`src/rtl/yl3_serial_receiver_if.sv`:
```
// yl3_serial_receiver_if: serial pins from the YL-3 driver and decoded frame outputs
interface yl3_serial_receiver_if;
  logic DIO, SCK, RCK;
  logic [63:0] FRAME;
  logic [15:0] WORD;
  logic [2:0] DIGIT_IDX;
  logic WORD_VALID, FRAME_DONE, POS_ERR, CNT_ERR;
  modport master (output DIO, SCK, RCK,
                  input FRAME, WORD, WORD_VALID, DIGIT_IDX, FRAME_DONE, POS_ERR, CNT_ERR);
  modport slave (input DIO, SCK, RCK,
                 output FRAME, WORD, WORD_VALID, DIGIT_IDX, FRAME_DONE, POS_ERR, CNT_ERR);
endinterface

```
`src/rtl/yl3_serial_receiver.sv`:
```
// yl3_serial_receiver: oversampled 74HC595 stream decoder rebuilding an 8-digit segment frame
module yl3_serial_receiver #(
  parameter int SYNC_STAGES = 2,
  parameter logic [7:0] BLANK = 8'hFF
) (
  input logic CLK,
  input logic nRST,
  yl3_serial_receiver_if.slave bus
);
  logic [SYNC_STAGES-1:0] dio_sync, sck_sync, rck_sync;
  logic sck_h, rck_h, dio_s, sck_rise, rck_rise, one_hot, full;
  logic [15:0] shreg;
  logic [4:0] bitcnt;
  logic [7:0] mask, pos, new_mask;
  logic [2:0] idx;
  assign dio_s = dio_sync[SYNC_STAGES-1];
  assign sck_rise = sck_sync[SYNC_STAGES-1] & ~sck_h;
  assign rck_rise = rck_sync[SYNC_STAGES-1] & ~rck_h;
  assign pos = shreg[15:8];
  assign one_hot = (pos != 8'd0) && ((pos & (pos - 8'd1)) == 8'd0);
  always_comb begin
    idx = '0;
    for (int i = 0; i < 8; i++) if (pos[i]) idx = 3'(i);
  end
  assign new_mask = mask | (8'd1 << idx);
  assign full = &new_mask;
  // edge flops reset high so a pin already high at release is not seen as a rise
  always_ff @(posedge CLK) begin
    if (!nRST) begin
      dio_sync <= '0;
      sck_sync <= '1;
      rck_sync <= '1;
      sck_h <= 1'b1;
      rck_h <= 1'b1;
      shreg <= '0;
      bitcnt <= '0;
      mask <= '0;
      bus.FRAME <= {8{BLANK}};
      bus.WORD <= '0;
      bus.DIGIT_IDX <= '0;
      bus.WORD_VALID <= 1'b0;
      bus.FRAME_DONE <= 1'b0;
      bus.POS_ERR <= 1'b0;
      bus.CNT_ERR <= 1'b0;
    end else begin
      dio_sync <= {dio_sync[SYNC_STAGES-2:0], bus.DIO};
      sck_sync <= {sck_sync[SYNC_STAGES-2:0], bus.SCK};
      rck_sync <= {rck_sync[SYNC_STAGES-2:0], bus.RCK};
      sck_h <= sck_sync[SYNC_STAGES-1];
      rck_h <= rck_sync[SYNC_STAGES-1];
      bus.WORD_VALID <= 1'b0;
      bus.FRAME_DONE <= 1'b0;
      bus.POS_ERR <= 1'b0;
      bus.CNT_ERR <= 1'b0;
      if (sck_rise) shreg <= {shreg[14:0], dio_s};
      if (rck_rise) bitcnt <= {4'd0, sck_rise};
      else if (sck_rise && bitcnt != 5'd31) bitcnt <= bitcnt + 5'd1;
      if (rck_rise) begin
        bus.WORD <= shreg;
        if (bitcnt != 5'd16) bus.CNT_ERR <= 1'b1;
        else begin
          bus.WORD_VALID <= 1'b1;
          if (!one_hot) bus.POS_ERR <= 1'b1;
          else begin
            bus.DIGIT_IDX <= idx;
            bus.FRAME[{~idx, 3'b000} +: 8] <= shreg[7:0];
            mask <= full ? 8'd0 : new_mask;
            bus.FRAME_DONE <= full;
          end
        end
      end
    end
  end
endmodule

```
`src/flat_wrapper.sv`:
```
// flat-port wrapper written by rule: the top's interface ports become plain ports
module yl3_serial_receiver_flat 
#(
  parameter int SYNC_STAGES = 2,
  parameter logic [7:0] BLANK = 8'hFF
)
  (CLK, nRST, bus_DIO, bus_SCK, bus_RCK, bus_FRAME, bus_WORD, bus_WORD_VALID, bus_DIGIT_IDX, bus_FRAME_DONE, bus_POS_ERR, bus_CNT_ERR);
  yl3_serial_receiver_if bus_i ();
  input logic CLK;
  input logic nRST;
  input wire logic [$bits(bus_i.DIO)-1:0] bus_DIO;
  input wire logic [$bits(bus_i.SCK)-1:0] bus_SCK;
  input wire logic [$bits(bus_i.RCK)-1:0] bus_RCK;
  output wire logic [$bits(bus_i.FRAME)-1:0] bus_FRAME;
  output wire logic [$bits(bus_i.WORD)-1:0] bus_WORD;
  output wire logic [$bits(bus_i.WORD_VALID)-1:0] bus_WORD_VALID;
  output wire logic [$bits(bus_i.DIGIT_IDX)-1:0] bus_DIGIT_IDX;
  output wire logic [$bits(bus_i.FRAME_DONE)-1:0] bus_FRAME_DONE;
  output wire logic [$bits(bus_i.POS_ERR)-1:0] bus_POS_ERR;
  output wire logic [$bits(bus_i.CNT_ERR)-1:0] bus_CNT_ERR;
  assign bus_i.DIO = bus_DIO;
  assign bus_i.SCK = bus_SCK;
  assign bus_i.RCK = bus_RCK;
  assign bus_FRAME = bus_i.FRAME;
  assign bus_WORD = bus_i.WORD;
  assign bus_WORD_VALID = bus_i.WORD_VALID;
  assign bus_DIGIT_IDX = bus_i.DIGIT_IDX;
  assign bus_FRAME_DONE = bus_i.FRAME_DONE;
  assign bus_POS_ERR = bus_i.POS_ERR;
  assign bus_CNT_ERR = bus_i.CNT_ERR;
  yl3_serial_receiver #(.SYNC_STAGES(SYNC_STAGES), .BLANK(BLANK)) u_core (.CLK(CLK), .nRST(nRST), .bus(bus_i));
endmodule
```
`config.mk`:
```
export PLATFORM = sky130hd
export DESIGN_NAME = yl3_serial_receiver_flat
export DESIGN_NICKNAME = d
export VERILOG_FILES = /design/src/rtl/yl3_serial_receiver_if.sv /design/src/rtl/yl3_serial_receiver.sv /design/src/flat_wrapper.sv
export SDC_FILE = /design/constraint.sdc
export NUM_CORES = 1
export LEC_CHECK = 0
export BUFFER_PORTS_ARGS = -buffer_cell sky130_fd_sc_hd__buf_2
export CORE_AREA = 2 2 114 116
export DETAILED_ROUTE_END_ITERATION = 7
export DIE_AREA = 0 0 116 118
export HOLD_SLACK_MARGIN = 0.05
export PLACE_DENSITY = 0.63
export SYNTH_ARGS = -nofsm -noshare
export SYNTH_HDL_FRONTEND = slang
export SYNTH_SLANG_ARGS = --single-unit
```
`constraint.sdc`:
```
create_clock -name CLK -period 3.8 [get_ports CLK]
set_clock_uncertainty 0.1 [all_clocks]
set_input_delay 0.19 -clock CLK [delete_from_list [all_inputs] [get_ports CLK]]
set_output_delay 0.19 -clock CLK [all_outputs]
set_load 0.03 [all_outputs]
```
==> impl_metrics.env <==
export IMPL_status="completed"
export IMPL_critPathCaptureType="flop"
export IMPL_ys_seq_area_share_pct=45.45
export IMPL_setup_tns_ns=0
export IMPL_cp_arrival_ns=3.33
export IMPL_synth_cell_types=59
export IMPL_cp_required_ns=4.01
export IMPL_final_util_pct=53.19
export IMPL_ctsResizeCount=0
export IMPL_syn2layout_area_growth_pct=20.92
export IMPL_slew_headroom_pct=34.70
export IMPL_crit_type="flop to flop"
export IMPL_antenna_found_initial=0
export IMPL_maxCapViolations=0
export IMPL_grt_pass1_wl_um=21770
export IMPL_via_per_inst=5.405
export IMPL_h_tree_depth=4
export IMPL_ys_ff_latch=124
export IMPL_nFillCells=1163
export IMPL_grt_max_degree=97
export IMPL_track_usage_pct=20.08
export IMPL_cts_setup_buffers=0
export IMPL_top_level_ports=92
export IMPL_drive_gt1_share_pct=24.66
export IMPL_hold_viol=0
export IMPL_cts_tree="yes"
export IMPL_die_area_um2=13690
export IMPL_synth_flop_cell="dfxtp_1"
export IMPL_cts_buffer_depth=2
export IMPL_num_vias=4546
export IMPL_syn_nets=604
export IMPL_grt_pass1_vias=4348
export IMPL_port_buffers=91
export IMPL_worst_slew_pin_slew_ns=0.9780
export IMPL_period_needed_ns=3.113
export IMPL_worstSetupStartpointType="flop"
export IMPL_first_iter_violations=312
export IMPL_timing_rr_start="u_core.shreg[12]"
export IMPL_p_leak_uw=0.002719
export IMPL_clock_sinks=124
export IMPL_fin_nets=673
export IMPL_ir_drop_uv=225.4
export IMPL_power_density_nw_per_um2=455.2
export IMPL_critPathMaxFanout=13
export IMPL_drt_pass1_iter_count=5
export IMPL_fin_ws_ns=0.6870
export IMPL_die_y_um=118
export IMPL_place_worst_setup_slack_ns=0.7557
export IMPL_synth_edf_count=0
export IMPL_post_dp_cell_area_um2=5973
export IMPL_yosysWarningCount=0
export IMPL_r2r_end="u_core.bus.FRAME[28]"
export IMPL_clk_pin_slew_ns=0.05
export IMPL_diodes=0
export IMPL_endpoint="u_core.bus.FRAME[28]"
export IMPL_fp_dieW_um=116
export IMPL_period_share_pct=81.92
export IMPL_fin_total_pwr_uw=3006
export IMPL_reg2reg_depth=10
export IMPL_grt_setup_unrepaired="no"
export IMPL_cts_buffers=17
export IMPL_syn_area_um2=5461
export IMPL_totalWireLength_um=13560
export IMPL_r2r_slack_ns=0.69
export IMPL_worstSetupStartpoint="u_core.shreg[12]"
export IMPL_max_clock_freq_mhz=321.2
export IMPL_core_area_um2=12410
export IMPL_drc_errors=0
export IMPL_hold_buffers=3
export IMPL_gp_congestion=0.8080
export IMPL_final_area_um2=6604
export IMPL_syn_avg_cell_area_um2=9.272
export IMPL_initial_utilization_pct=43.99
export IMPL_overflow=0
export IMPL_wl_per_cell_um=16.13
export IMPL_clock_latency_ns=0.42
export IMPL_setup_violations=0
export IMPL_drv_slew=0
export IMPL_root_buffer="clkbuf_16"
export IMPL_ant_nets=0
export IMPL_rows=41
export IMPL_hp_class="input pin to flop"
export IMPL_syn_inst=589
export IMPL_synthArstFlopShare_pct=0
export IMPL_dp_hpwl_um=9073
[cell usage in the layout, fill, tap and decap left out, drive strengths merged, types with 4 or more instances in the layout]
master / instances
dfxtp: 124
mux2i: 17
nand3: 6
o211a: 4
nand2: 108
nor2: 28
buf: 102
o21ai: 4
a21o: 10
ha: 10
a21oi: 14
a21boi: 33
nor2b: 35
o211ai: 40
and3: 6
o31ai: 35
inv: 6
nand2b: 10
clkbuf: 23
[power breakdown]
group          leakage, uW  internal (uW)  switching [uW]
logic              0.00142           20.5            31.2
clock network     0.000295           1090             558
registers          0.00100           1310            1.84
total              0.00272           2410             591
[synth_stat cells (6+ instances only)]
cell type    n  area (um^2)
clkbuf_1    33        123.9
inv_1        6        22.52
ha_1        10        125.1
nand3_1      6        30.03
nand2_1    108        405.4
buf_1        7        26.28
buf_2       12        60.06
a21boi_0    33        247.7
nand2b_1    10        62.56
o211ai_1    20        150.1
o211ai_2    20        250.2
a21o_1      10        75.07
nor2_1      27        101.4
and3_1       6        37.54
o31ai_1     34        255.2
a21oi_1     13        65.06
mux2i_1     17        170.2
nor2b_1     35        219.0
dfxtp_1    124         2482
[worst min path at each step]
stage / start / to / depth (start not counted)
finish: nRST / u_core.sck_sync[0] / 2
global route: nRST / u_core.bus.FRAME[47] / 2
CTS: nRST / u_core.bus.FRAME[47] / 2
detailed placement: bus_SCK / u_core.sck_sync[0] / 2
global placement: bus_SCK / u_core.sck_sync[0] / 2
floorplan: bus_RCK / u_core.rck_sync[0] / 1
[layer usage]
layer	vias up	share of wire, %	global-route usage (%)
li1	2213	-	-
met1	2192	46	26.36
met2	117	47	31.54
met3	24	4.8	5.252
met4	0	1.8	7.440
met5	-	0	0
[sequential cells by signal, summed over array words and instances, names as in the netlist]
name and count:
u_core.sck_h 1, u_core.bus.CNT_ERR 1, u_core.bus.FRAME 64, u_core.bus.DIGIT_IDX 3, u_core.bus.WORD_VALID 1, u_core.rck_h 1, u_core.dio_sync 2, u_core.sck_sync 2
u_core.shreg 16, u_core.rck_sync 2, u_core.mask 8, u_core.bitcnt 5, u_core.bus.WORD 16, u_core.bus.POS_ERR 1, u_core.bus.FRAME_DONE 1
[through the flow]
step           hold slack (ns)  instances
3_3_place_gp            0.2739        808
5_1_grt                 0.2593        841
3_5_place_dp            0.2783        808
4_1_cts                 0.2176        841
2_1_floorplan           0.1915        589
6_report                0.2247        841
[cell type report]
type | instances | area, um^2 | area share, %
Multi-Input combinational cell | 404 | 2713 | 41.08
Sequential cell | 124 | 2482 | 37.59
Timing Repair Buffer | 105 | 570.5 | 8.640
Clock buffer | 23 | 488.0 | 7.389
Tap cell | 172 | 215.2 | 3.259
Clock inverter | 7 | 112.6 | 1.705
Inverter | 6 | 22.52 | 0.3410
[critical path: stages, from the launching register on]
cell and delay [ns]:
dfxtp_1 0.58, nor2b_1 0.28, a211oi_2 0.08, nor2_1 0.14, inv_1 0.08, ha_1 0.23
ha_1 0.34, nor3b_1 0.44, and3_1 0.42, a21oi_1 0.12, a21o_1 0.18
[kinds of logic (layout without fill, tap and decap cells)]
group	after synthesis	count (layout)	synth area share, %
flip-flops	124	124	45.45
multiplexers	18	18	3.322
AO/OA/AOI/OAI	158	158	23.99
AND/OR/NAND/NOR	216	216	19.75
XOR/XNOR	2	2	0.3208
adder cells (fa/ha/maj)	10	10	2.291
buffers and inverters	61	141	4.880
Note: power is estimated with default switching activity, not from simulation.
